$ cat src/rtl/load_unit.sv
// Load unit: fetches one or two aligned memory words for a byte-addressed load,
// then aligns and sign/zero-extends the requested field.
module load_unit #(
  parameter int WORD_SIZE  = 32,
  parameter int ADDR_WIDTH = 32
) (
  input  logic                  clk,
  input  logic                  rst,
  input  logic                  req_valid,
  output logic                  req_ready,
  input  logic [ADDR_WIDTH-1:0] req_addr,
  input  logic [2:0]            req_sel,
  output logic                  mem_rd_valid,
  input  logic                  mem_rd_ready,
  output logic [ADDR_WIDTH-1:0] mem_rd_addr,
  input  logic                  mem_rsp_valid,
  input  logic [WORD_SIZE-1:0]  mem_rsp_data,
  output logic                  ld_valid,
  output logic [WORD_SIZE-1:0]  ld_data,
  output logic                  ld_split
);

  localparam int BYTES = WORD_SIZE / 8;
  localparam int OFF_W = $clog2(BYTES);
  localparam logic [ADDR_WIDTH-1:0] OFF_MASK = ADDR_WIDTH'(BYTES - 1);

  localparam logic [2:0] IDLE  = 3'd0;
  localparam logic [2:0] REQ0  = 3'd1;
  localparam logic [2:0] WAIT0 = 3'd2;
  localparam logic [2:0] REQ1  = 3'd3;
  localparam logic [2:0] WAIT1 = 3'd4;
  localparam logic [2:0] DONE  = 3'd5;

  logic [2:0]            state_r, state_n;
  logic [ADDR_WIDTH-1:0] addr_r;
  logic [2:0]            sel_r;
  logic [WORD_SIZE-1:0]  lo_r, hi_r, lo_s, hi_s;
  logic [WORD_SIZE-1:0]  word_s, result_s;
  logic [OFF_W+2:0]      shamt_s;
  logic [4:0]            end_s;
  logic                  split_s, accept_s;
  logic                  mem_rd_valid_r, ld_valid_r, ld_split_r;
  logic [ADDR_WIDTH-1:0] mem_rd_addr_r;
  logic [WORD_SIZE-1:0]  ld_data_r;

  function automatic logic [3:0] acc_size(input logic [2:0] sel);
    case (sel)
      3'd0, 3'd3: acc_size = 4'd1;
      3'd1, 3'd4: acc_size = 4'd2;
      3'd2:       acc_size = 4'd4;
      3'd5:       acc_size = (WORD_SIZE == 64) ? 4'd8 : 4'd1;
      3'd6:       acc_size = (WORD_SIZE == 64) ? 4'd4 : 4'd1;
      default:    acc_size = 4'd1;
    endcase
  endfunction

  function automatic logic sel_legal(input logic [2:0] sel);
    if (sel <= 3'd4)
      sel_legal = 1'b1;
    else if (sel == 3'd7)
      sel_legal = 1'b0;
    else
      sel_legal = (WORD_SIZE == 64);
  endfunction

  function automatic logic [WORD_SIZE-1:0] extend(input logic [WORD_SIZE-1:0] w,
                                                  input logic [2:0] sel);
    case (sel)
      3'd0:    extend = WORD_SIZE'($signed(w[7:0]));
      3'd1:    extend = WORD_SIZE'($signed(w[15:0]));
      3'd2:    extend = (WORD_SIZE == 64) ? WORD_SIZE'($signed(w[31:0])) : w;
      3'd3:    extend = WORD_SIZE'(w[7:0]);
      3'd4:    extend = WORD_SIZE'(w[15:0]);
      3'd5:    extend = w;
      3'd6:    extend = WORD_SIZE'(w[31:0]);
      default: extend = {WORD_SIZE{1'b0}};
    endcase
  endfunction

  // Datapath: incoming words, split decision and aligned/extended result
  always_comb begin
    accept_s = (state_r == IDLE) && req_valid;
    if (state_r == WAIT0 && mem_rsp_valid) lo_s = mem_rsp_data;
    else                                   lo_s = lo_r;
    if (state_r == WAIT1 && mem_rsp_valid) hi_s = mem_rsp_data;
    else                                   hi_s = hi_r;
    end_s    = 5'(addr_r[OFF_W-1:0]) + 5'(acc_size(sel_r));
    split_s  = (end_s > 5'(BYTES));
    shamt_s  = {addr_r[OFF_W-1:0], 3'b000};
    word_s   = WORD_SIZE'({hi_s, lo_s} >> shamt_s);
    if (sel_legal(sel_r)) result_s = extend(word_s, sel_r);
    else                  result_s = {WORD_SIZE{1'b0}};
  end

  // Next-state logic
  always_comb begin
    state_n = state_r;
    case (state_r)
      IDLE:    if (req_valid) state_n = REQ0; else state_n = IDLE;
      REQ0:    if (mem_rd_ready) state_n = WAIT0; else state_n = REQ0;
      WAIT0: begin
        if (mem_rsp_valid) state_n = split_s ? REQ1 : DONE;
        else               state_n = WAIT0;
      end
      REQ1:    if (mem_rd_ready) state_n = WAIT1; else state_n = REQ1;
      WAIT1:   if (mem_rsp_valid) state_n = DONE; else state_n = WAIT1;
      DONE:    state_n = IDLE;
      default: state_n = IDLE;
    endcase
  end

  // State, captured request and read words
  always_ff @(posedge clk or posedge rst) begin
    if (rst) begin
      state_r <= IDLE;
      addr_r  <= {ADDR_WIDTH{1'b0}};
      sel_r   <= 3'd0;
      lo_r    <= {WORD_SIZE{1'b0}};
      hi_r    <= {WORD_SIZE{1'b0}};
    end else begin
      state_r <= state_n;
      lo_r    <= lo_s;
      if (accept_s) begin
        addr_r <= req_addr;
        sel_r  <= req_sel;
        hi_r   <= {WORD_SIZE{1'b0}};
      end else begin
        hi_r <= hi_s;
      end
    end
  end

  // Registered outputs, loaded from the next state so they line up with it
  always_ff @(posedge clk or posedge rst) begin
    if (rst) begin
      mem_rd_valid_r <= 1'b0;
      mem_rd_addr_r  <= {ADDR_WIDTH{1'b0}};
      ld_valid_r     <= 1'b0;
      ld_data_r      <= {WORD_SIZE{1'b0}};
      ld_split_r     <= 1'b0;
    end else begin
      mem_rd_valid_r <= (state_n == REQ0) || (state_n == REQ1);
      ld_valid_r     <= (state_n == DONE);
      if (accept_s)
        mem_rd_addr_r <= req_addr & ~OFF_MASK;
      else if (state_r == WAIT0 && state_n == REQ1)
        mem_rd_addr_r <= mem_rd_addr_r + ADDR_WIDTH'(BYTES);
      if (state_n == DONE) begin
        ld_data_r  <= result_s;
        ld_split_r <= (state_r == WAIT1);
      end
    end
  end

  // Ready must read low for the whole reset pulse, even though the FSM already sits in IDLE
  assign req_ready    = (state_r == IDLE) && !rst;
  assign mem_rd_valid = mem_rd_valid_r;
  assign mem_rd_addr  = mem_rd_addr_r;
  assign ld_valid     = ld_valid_r;
  assign ld_data      = ld_data_r;
  assign ld_split     = ld_split_r;

endmodule

$ cat config.mk
export PLATFORM = sky130hd
export DESIGN_NAME = load_unit
export DESIGN_NICKNAME = d
export VERILOG_FILES = /design/src/rtl/load_unit.sv
export SDC_FILE = /design/constraint.sdc
export NUM_CORES = 1
export LEC_CHECK = 0
export CAP_MARGIN = 20
export CORE_ASPECT_RATIO = 1.25
export CORE_MARGIN = 8
export CORE_UTILIZATION = 52
export DETAILED_ROUTE_END_ITERATION = 8
export GPL_ROUTABILITY_DRIVEN = 0
export PLACE_DENSITY = 0.81
export SYNTH_ARGS = -nofsm -noshare
export SYNTH_HDL_FRONTEND = slang
export SYNTH_SLANG_ARGS = --single-unit
$ cat constraint.sdc
create_clock -name clk -period 5.65 [get_ports clk]
set_clock_uncertainty 0.15 [all_clocks]
set_input_delay 1.13 -clock clk [delete_from_list [all_inputs] [get_ports clk]]
set_output_delay 1.13 -clock clk [all_outputs]
set_load 0.01 [all_outputs]
==> results.py, run 1 <==
metrics = {
    "setup_path": {
        "required_ns": 5.79,
        "cp_max_fo": 28,
        "worstPathArrival_ns": 4.10,
        "cp-start-kind": "register",
        "endpoint_kind": "register",
        "r2r_cells": 10,
        "rr_startpoint": "sel_r[0]",
        "crit_chain": "o21ai_0 -> o21ai_0 -> ha_1 -> fa_1 -> o21ai_0 -> nand2_1 -> a31oi_2 -> nand2_1 -> buf_4 -> o311ai_0",
        "cp_top_family": "compound AO/OA/AOI/OAI gates",
        "regToRegSetupSlack_ns": 1.69,
        "crit_path_top_delay_cell": "dfrtp_1",
        "worstSetupPathType": "register to register",
        "crit_top_cell": "o21ai_0",
        "max_stage_delay_ns": 0.53,
        "path_buf_inv": 1,
        "rr_endpoint": "ld_data[25]",
    },
    "logic_synthesis": {
        "ys_async_sr_fraction_pct": 100.0,
        "ys_types": 55,
        "ys_ff_latch": 129,
        "synth_edf_count": 0,
        "yosysTopAreaCell": "dfrtp_1",
        "synth_cells": 734,
        "synth-main-ff-cell": "dfrtp_1",
        "synth.top_cells.by_count": "nand2_1 (144), dfrtp_1 (129), nor2_1 (60)",
        "synth.yosys.seq_area_share_pct": 48.11,
        "yosysMostFrequentCell": "nand2_1",
        "synth_area_leaders": "dfrtp_1 (48%), nand2_1 (8.1%), mux2i_1 (7.6%)",
        "yosysWarnings": 0,
        "yosys.area.top_type_share_pct": 48.11,
        "synth_area_per_cell_um2": 9.142,
        "synth_area_um2": 6710,
    },
    "grt": {
        "antenna_found_initial": 0,
        "grt_max_degree": 78,
        "grt_pass1_wl_mm": 32.91,
        "grt_overflow_total": 0,
        "grt_usage_pct": 24.76,
        "grt_pass1_vias": 6332,
    },
    "outcome": {
        "outcome": "completed",
    },
    "timing": {
        "finalCritPeriodShare_pct": 70.00,
        "setup_viol": 0,
        "max_freq_mhz": 252.8,
        "fin_crit_ns": 3.955,
        "maxSlewHeadroom_pct": 42.17,
        "setup-tns-final_ns": 0,
        "tightest_slew_ns": 0.8674,
        "slew_viol_final": 0,
        "hold_viol": 0,
        "rsz0062_at_grt": "no",
    },
    "pwr": {
        "power_mw": 5.119,
        "pwr-share-comb_pct": 46.0,
        "power_frac_seq_pct": 32.7,
        "p_int_mw": 3.011,
        "vdd.ir_drop.worst_uv": 262.9,
        "power_switching_mw": 2.108,
        "pwr_density_cell_nw_per_um2": 583.7,
        "p_clk_share_pct": 21.3,
        "power.leakage_nw": 3.994,
        "netSwitchingFraction_pct": 41.18,
    },
    "die": {
        "ios": 140,
        "initial_core_util_pct": 52.99,
        "num_rows": 46,
        "die_h_um": 143.0,
        "fp.coreArea_um2": 12660,
        "die-area_um2": 16820,
        "die_w_um": 117.6,
    },
    "clocking": {
        "cts_buffer_depth": 2,
        "cts_root_buffer": "clkbuf_16",
        "tritoncts": "done",
        "ctsResizeCount": 0,
        "clock_sinks": 129,
        "htreeDepth": 4,
        "cts_inserted_buffers": 17,
        "clk_pin_slew_ns": 0.06,
        "clkLatencyLatePin_ns": 0.42,
        "cts_setup_buffers": 0,
        "hold_buffers": 0,
    },
    "layout": {
        "drive_above_1_share_pct": 6.381,
        "area_growth_pct": 30.69,
        "antennaDiodeCount": 0,
        "seq_area_um2": 3228,
        "multi_input_area_um2": 3188,
        "nNetsFinal": 925,
        "fillers": 1025,
    },
    "hold_path": {
        "min_path_cells": 2,
        "hold_end": "lo_r[4]",
        "min_path_type": "register to register",
        "hold_start": "lo_r[4]",
    },
    "route": {
        "vias": 6048,
        "viasPerCell": 5.872,
        "drt_first_pass_iters": 5,
        "drc": 0,
        "wire_per_inst_um": 19.85,
        "drtIter0Drc": 506,
        "drt-total-wl_mm": 20.44,
        "final_antenna_net_count": 0,
    },
    "placement": {
        "port_buffers": 137,
        "dp_hpwl_mm": 14.55,
    },
    "run": {
        "drv_cap": 0,
    },
}
-- worst max-delay path by stage --
stage	from	end	slack, ns	depth (start not counted)
after floorplan	rst	addr_r[0]	0.93	1
after global placement	mem_rsp_valid	ld_data[14]	1.58	7
after detailed placement	mem_rsp_valid	ld_data[27]	1.31	7
after CTS	sel_r[0]	ld_data[25]	1.70	10
after global routing	sel_r[0]	ld_data[25]	1.43	10
final	sel_r[0]	ld_data[25]	1.69	10
-- stage by stage --
step	util [%]	instance area, µm²	hold WS, ns	std cells	setup slack, ns
after floorplan	-	6714	0.2905	735	0.9290
after global placement	64.37	8150	0.3065	996	1.581
after detailed placement	64.43	8158	0.3164	997	1.314
after CTS	69.04	8742	0.3256	1029	1.698
after global routing	69.26	8770	0.3641	1030	1.434
final	69.26	8770	0.3295	1030	1.695
-- final cells by class --
type                            count  share of cell area [%]
Sequential cell                   129                   36.81
Multi-Input combinational cell    531                   36.35
Clock inverter                     14                   1.769
Tap cell                          168                   2.397
Clock buffer                       18                   4.894
Timing Repair Buffer              148                   16.81
Inverter                           22                  0.9702
-- power by group through the flow --
stage                     clock (mW)  sequential, mW  combinational [mW]
final                           1.09            1.67                2.35
after global routing            1.14            1.72                2.56
after CTS                       1.10            1.67                2.33
after detailed placement           0            1.67                2.31
after global placement             0            1.65                2.23
after floorplan                    0            1.64                1.38
-- cell families after synthesis --
kind of cell,share of synthesized area (%)
muxes,8.111
DFF,48.11
buffers and inverters,4.606
adders and majority gates,0.8578
and+or+nand+nor,19.11
other,0.05589
xor gates and xnor gates,4.307
AOI/OAI and AO/OA,14.84
-- metal layers --
| layer | GRT usage, % | part of all wire, % | up-vias |
|---|---|---|---|
| met5 | 0 | 0 | - |
| met4 | 16.08 | 5.6 | 0 |
| met3 | 7.467 | 7.9 | 65 |
| met2 | 41.86 | 50 | 316 |
| met1 | 26.73 | 37 | 2877 |
| li1 | - | - | 2790 |
-- sequential cells by signal, summed over array words and instances, names as in the netlist --
name and flops:
sel_r 3, ld_split 1, ld_valid 1, addr_r 2, state_r 3, hi_r 24, ld_data 32, mem_rd_valid 1
mem_rd_addr 30, lo_r 32
-- layout by cell type (no fill, tap or decap), types with 3 or more instances in the layout --
cell type / count
and2_1: 4
xnor2_1: 11
nand2_1: 144
nand3_1: 18
a211oi_1: 8
nand4_1: 12
buf_4: 10
a21oi_1: 31
dfrtp_1: 129
and3_1: 7
clkbuf_16: 17
clkinv_4: 3
xor2_1: 22
o21ai_0: 50
o211ai_1: 9
nor3b_1: 3
inv_6: 5
o311ai_0: 6
inv_1: 21
a22o_1: 8
o22ai_1: 17
mux2i_1: 51
nor2_1: 60
o31a_1: 7
ha_1: 3
nor3_1: 18
o311ai_1: 8
clkdlybuf4s50_1: 137
-- worst register-to-register path, cell delays in order (launching register included) --
cell and delay (ns):
dfrtp_1 0.53, o21ai_0 0.27, o21ai_0 0.15, ha_1 0.24, fa_1 0.46, o21ai_0 0.37
nand2_1 0.14, a31oi_2 0.23, nand2_1 0.47, buf_4 0.42, o311ai_0 0.40
Note: power is estimated with default switching activity, not from simulation.
==> inputs of run 2 (changes only) <==
- CORE_UTILIZATION: 52 -> 47
- PLACE_DENSITY: 0.81 -> 0.77
- clock period: 5.65 -> 3.35 ns (I/O delays scaled with it)
==> run 2 against run 1 <==
Compared with the run above:
- critical path depth unchanged
- fmax increased by 25%
- cell count is 3.0% higher
- via count increased by 0.26%
- routed wire length rose by 0.31%
- die area increased by 9.3%
- first-iteration DRC count rose by 0.40%
- clock-buffer cell count is 7 higher
- global-route usage decreased by 1.3 points
- critical path type unchanged
- critical endpoint is now ld_data[27]
- largest cell class unchanged
==> results.py, run 2 (synthesis results as in run 1) <==
metrics = {
    "pwr": {
        "power_mw": 8.665,
        "netSwitchingFraction_pct": 40.26,
        "vdd.ir_drop.worst_uv": 524.6,
        "power_switching_mw": 3.488,
        "pwr-share-comb_pct": 48.6,
        "p_clk_share_pct": 20.1,
        "power.leakage_nw": 4.095,
        "p_int_mw": 5.176,
        "pwr_density_cell_nw_per_um2": 970.3,
        "power_frac_seq_pct": 31.3,
    },
    "setup_path": {
        "cp_max_fo": 49,
        "worstPathArrival_ns": 3.30,
        "cp-start-kind": "register",
        "rr_endpoint": "ld_data[27]",
        "max_stage_delay_ns": 0.45,
        "required_ns": 3.49,
        "regToRegSetupSlack_ns": 0.19,
        "endpoint_kind": "register",
        "worstSetupPathType": "register to register",
        "crit_path_top_delay_cell": "dfrtp_2",
        "crit_chain": "xor2_1 -> o21ai_0 -> ha_1 -> fa_1 -> o21ai_0 -> nand2_1 -> a31oi_2 -> nand2_1 -> buf_6 -> o311ai_0",
        "rr_startpoint": "sel_r[0]",
        "r2r_cells": 10,
    },
    "clocking": {
        "cts_setup_buffers": 0,
        "cts_buffer_depth": 2,
        "clkLatencyLatePin_ns": 0.42,
        "clk_pin_slew_ns": 0.06,
        "tritoncts": "done",
        "cts_inserted_buffers": 17,
        "clock_sinks": 129,
        "htreeDepth": 4,
        "cts_root_buffer": "clkbuf_16",
    },
    "grt": {
        "grt_usage_pct": 23.48,
        "antenna_found_initial": 0,
        "grt_pass1_vias": 6439,
        "grt_overflow_total": 0,
        "grt_max_degree": 81,
        "grt_pass1_wl_mm": 33.29,
    },
    "die": {
        "num_rows": 49,
        "ios": 140,
        "initial_core_util_pct": 47.38,
        "die-area_um2": 18380,
        "die_h_um": 149.6,
        "fp.coreArea_um2": 14160,
        "die_w_um": 122.9,
    },
    "hold_path": {
        "hold_start": "ld_split",
        "hold_end": "ld_split",
        "min_path_type": "register to register",
        "min_path_cells": 2,
    },
    "route": {
        "drt_first_pass_iters": 5,
        "drc": 0,
        "wire_per_inst_um": 19.33,
        "vias": 6064,
        "drtIter0Drc": 508,
        "final_antenna_net_count": 0,
        "viasPerCell": 5.715,
        "drt-total-wl_mm": 20.51,
    },
    "timing": {
        "max_freq_mhz": 316.7,
        "hold_viol": 0,
        "maxSlewHeadroom_pct": 58.35,
        "setup-tns-final_ns": 0,
        "setup_ws_ns": 0.1922,
        "fin_crit_ns": 3.158,
        "rsz0062_at_grt": "no",
        "setup_viol": 0,
        "slew_viol_final": 0,
        "tightest_slew_ns": 0.6248,
        "finalCritPeriodShare_pct": 94.26,
    },
    "placement": {
        "port_buffers": 137,
        "dp_hpwl_mm": 14.76,
        "pre_cts_slack_ns": 0.1379,
    },
    "layout": {
        "layout_commonest_cell": "nand2_1",
        "final_core_util_pct": 63.05,
        "final_cell_mix": "nand2_1 (144), clkdlybuf4s50_1 (137), dfrtp_1 (128)",
        "nNetsFinal": 947,
        "area_growth_pct": 33.08,
        "drive_above_1_share_pct": 8.494,
        "antennaDiodeCount": 0,
    },
    "run": {
        "drv_cap": 0,
    },
    "outcome": {
        "outcome": "completed",
    },
}
[run 2: worst max-delay path by stage]
| stage | from | to | slack [ns] | cells after the start |
|---|---|---|---|---|
| final | sel_r[0] | ld_data[27] | 0.19 | 10 |
| after global routing | sel_r[0] | mem_rd_addr[11] | 0.01 | 12 |
| after CTS | sel_r[0] | ld_data[27] | 0.11 | 10 |
| after detailed placement | sel_r[0] | ld_data[27] | 0.14 | 10 |
| after global placement | mem_rsp_valid | ld_data[10] | 0.19 | 10 |
| after floorplan | sel_r[0] | ld_data[23] | 0.26 | 13 |
[run 2: layout make-up]
cell class,count,area [µm²]
clock buffers,25,495.5
clock inverters,6,55.05
fillers,1217,5233
inverters,22,86.33
multi-input cells,531,3193
flip-flops and latches,129,3229
well taps,178,222.7
repair buffers,170,1648
[run 2: power by group through the flow]
stage / logic [mW] / clock network, mW / registers (mW)
6_report: 4.21 / 1.74 / 2.71
3_5_place_dp: 4.19 / 0 / 2.72
4_1_cts: 4.22 / 1.76 / 2.71
3_3_place_gp: 4.07 / 0 / 2.70
5_1_grt: 4.61 / 1.83 / 2.80
2_1_floorplan: 2.33 / 0 / 2.76
[run 2: per-layer routing]
| metal | vias up | track usage, % | wire length, µm |
|---|---|---|---|
| li1 | 2828 | - | - |
| met1 | 2941 | 25.58 | 7729 |
| met2 | 235 | 39.83 | 10370 |
| met3 | 60 | 7.248 | 1539 |
| met4 | 0 | 12.77 | 864 |
| met5 | - | 0 | 0 |
[run 2: through the flow]
stage	cell area, µm²	cells	hold slack [ns]
floorplan	6718	735	0.2905
detailed placement	8374	1030	0.3100
CTS	8925	1061	0.3237
global route	8930	1061	0.3683
finish	8930	1061	0.3226
global placement	8374	1030	0.3033
[run 2: repair_timing]
action	4_1_cts	5_1_grt
endpoints found under the setup margin	0	27
hold buffers	0	0
endpoints found under the hold margin	0	0
gates resized for setup	0	3
[run 2: worst max-delay path, delay by kind of cell (launching register included)]
family,cells,cell delay [ns]
AOI/OAI and AO/OA,4,1.09
xor gates and xnor gates,1,0.17
adders and majority gates,2,0.67
buffers and inverters,1,0.25
DFF,1,0.45
and+or+nand+nor,2,0.24
==> inputs of run 3 (changes only) <==
- TNS_END_PERCENT: not set -> 5
==> results of run 3 <==
Final layout, timing and power as in run 2 (identical DEF).
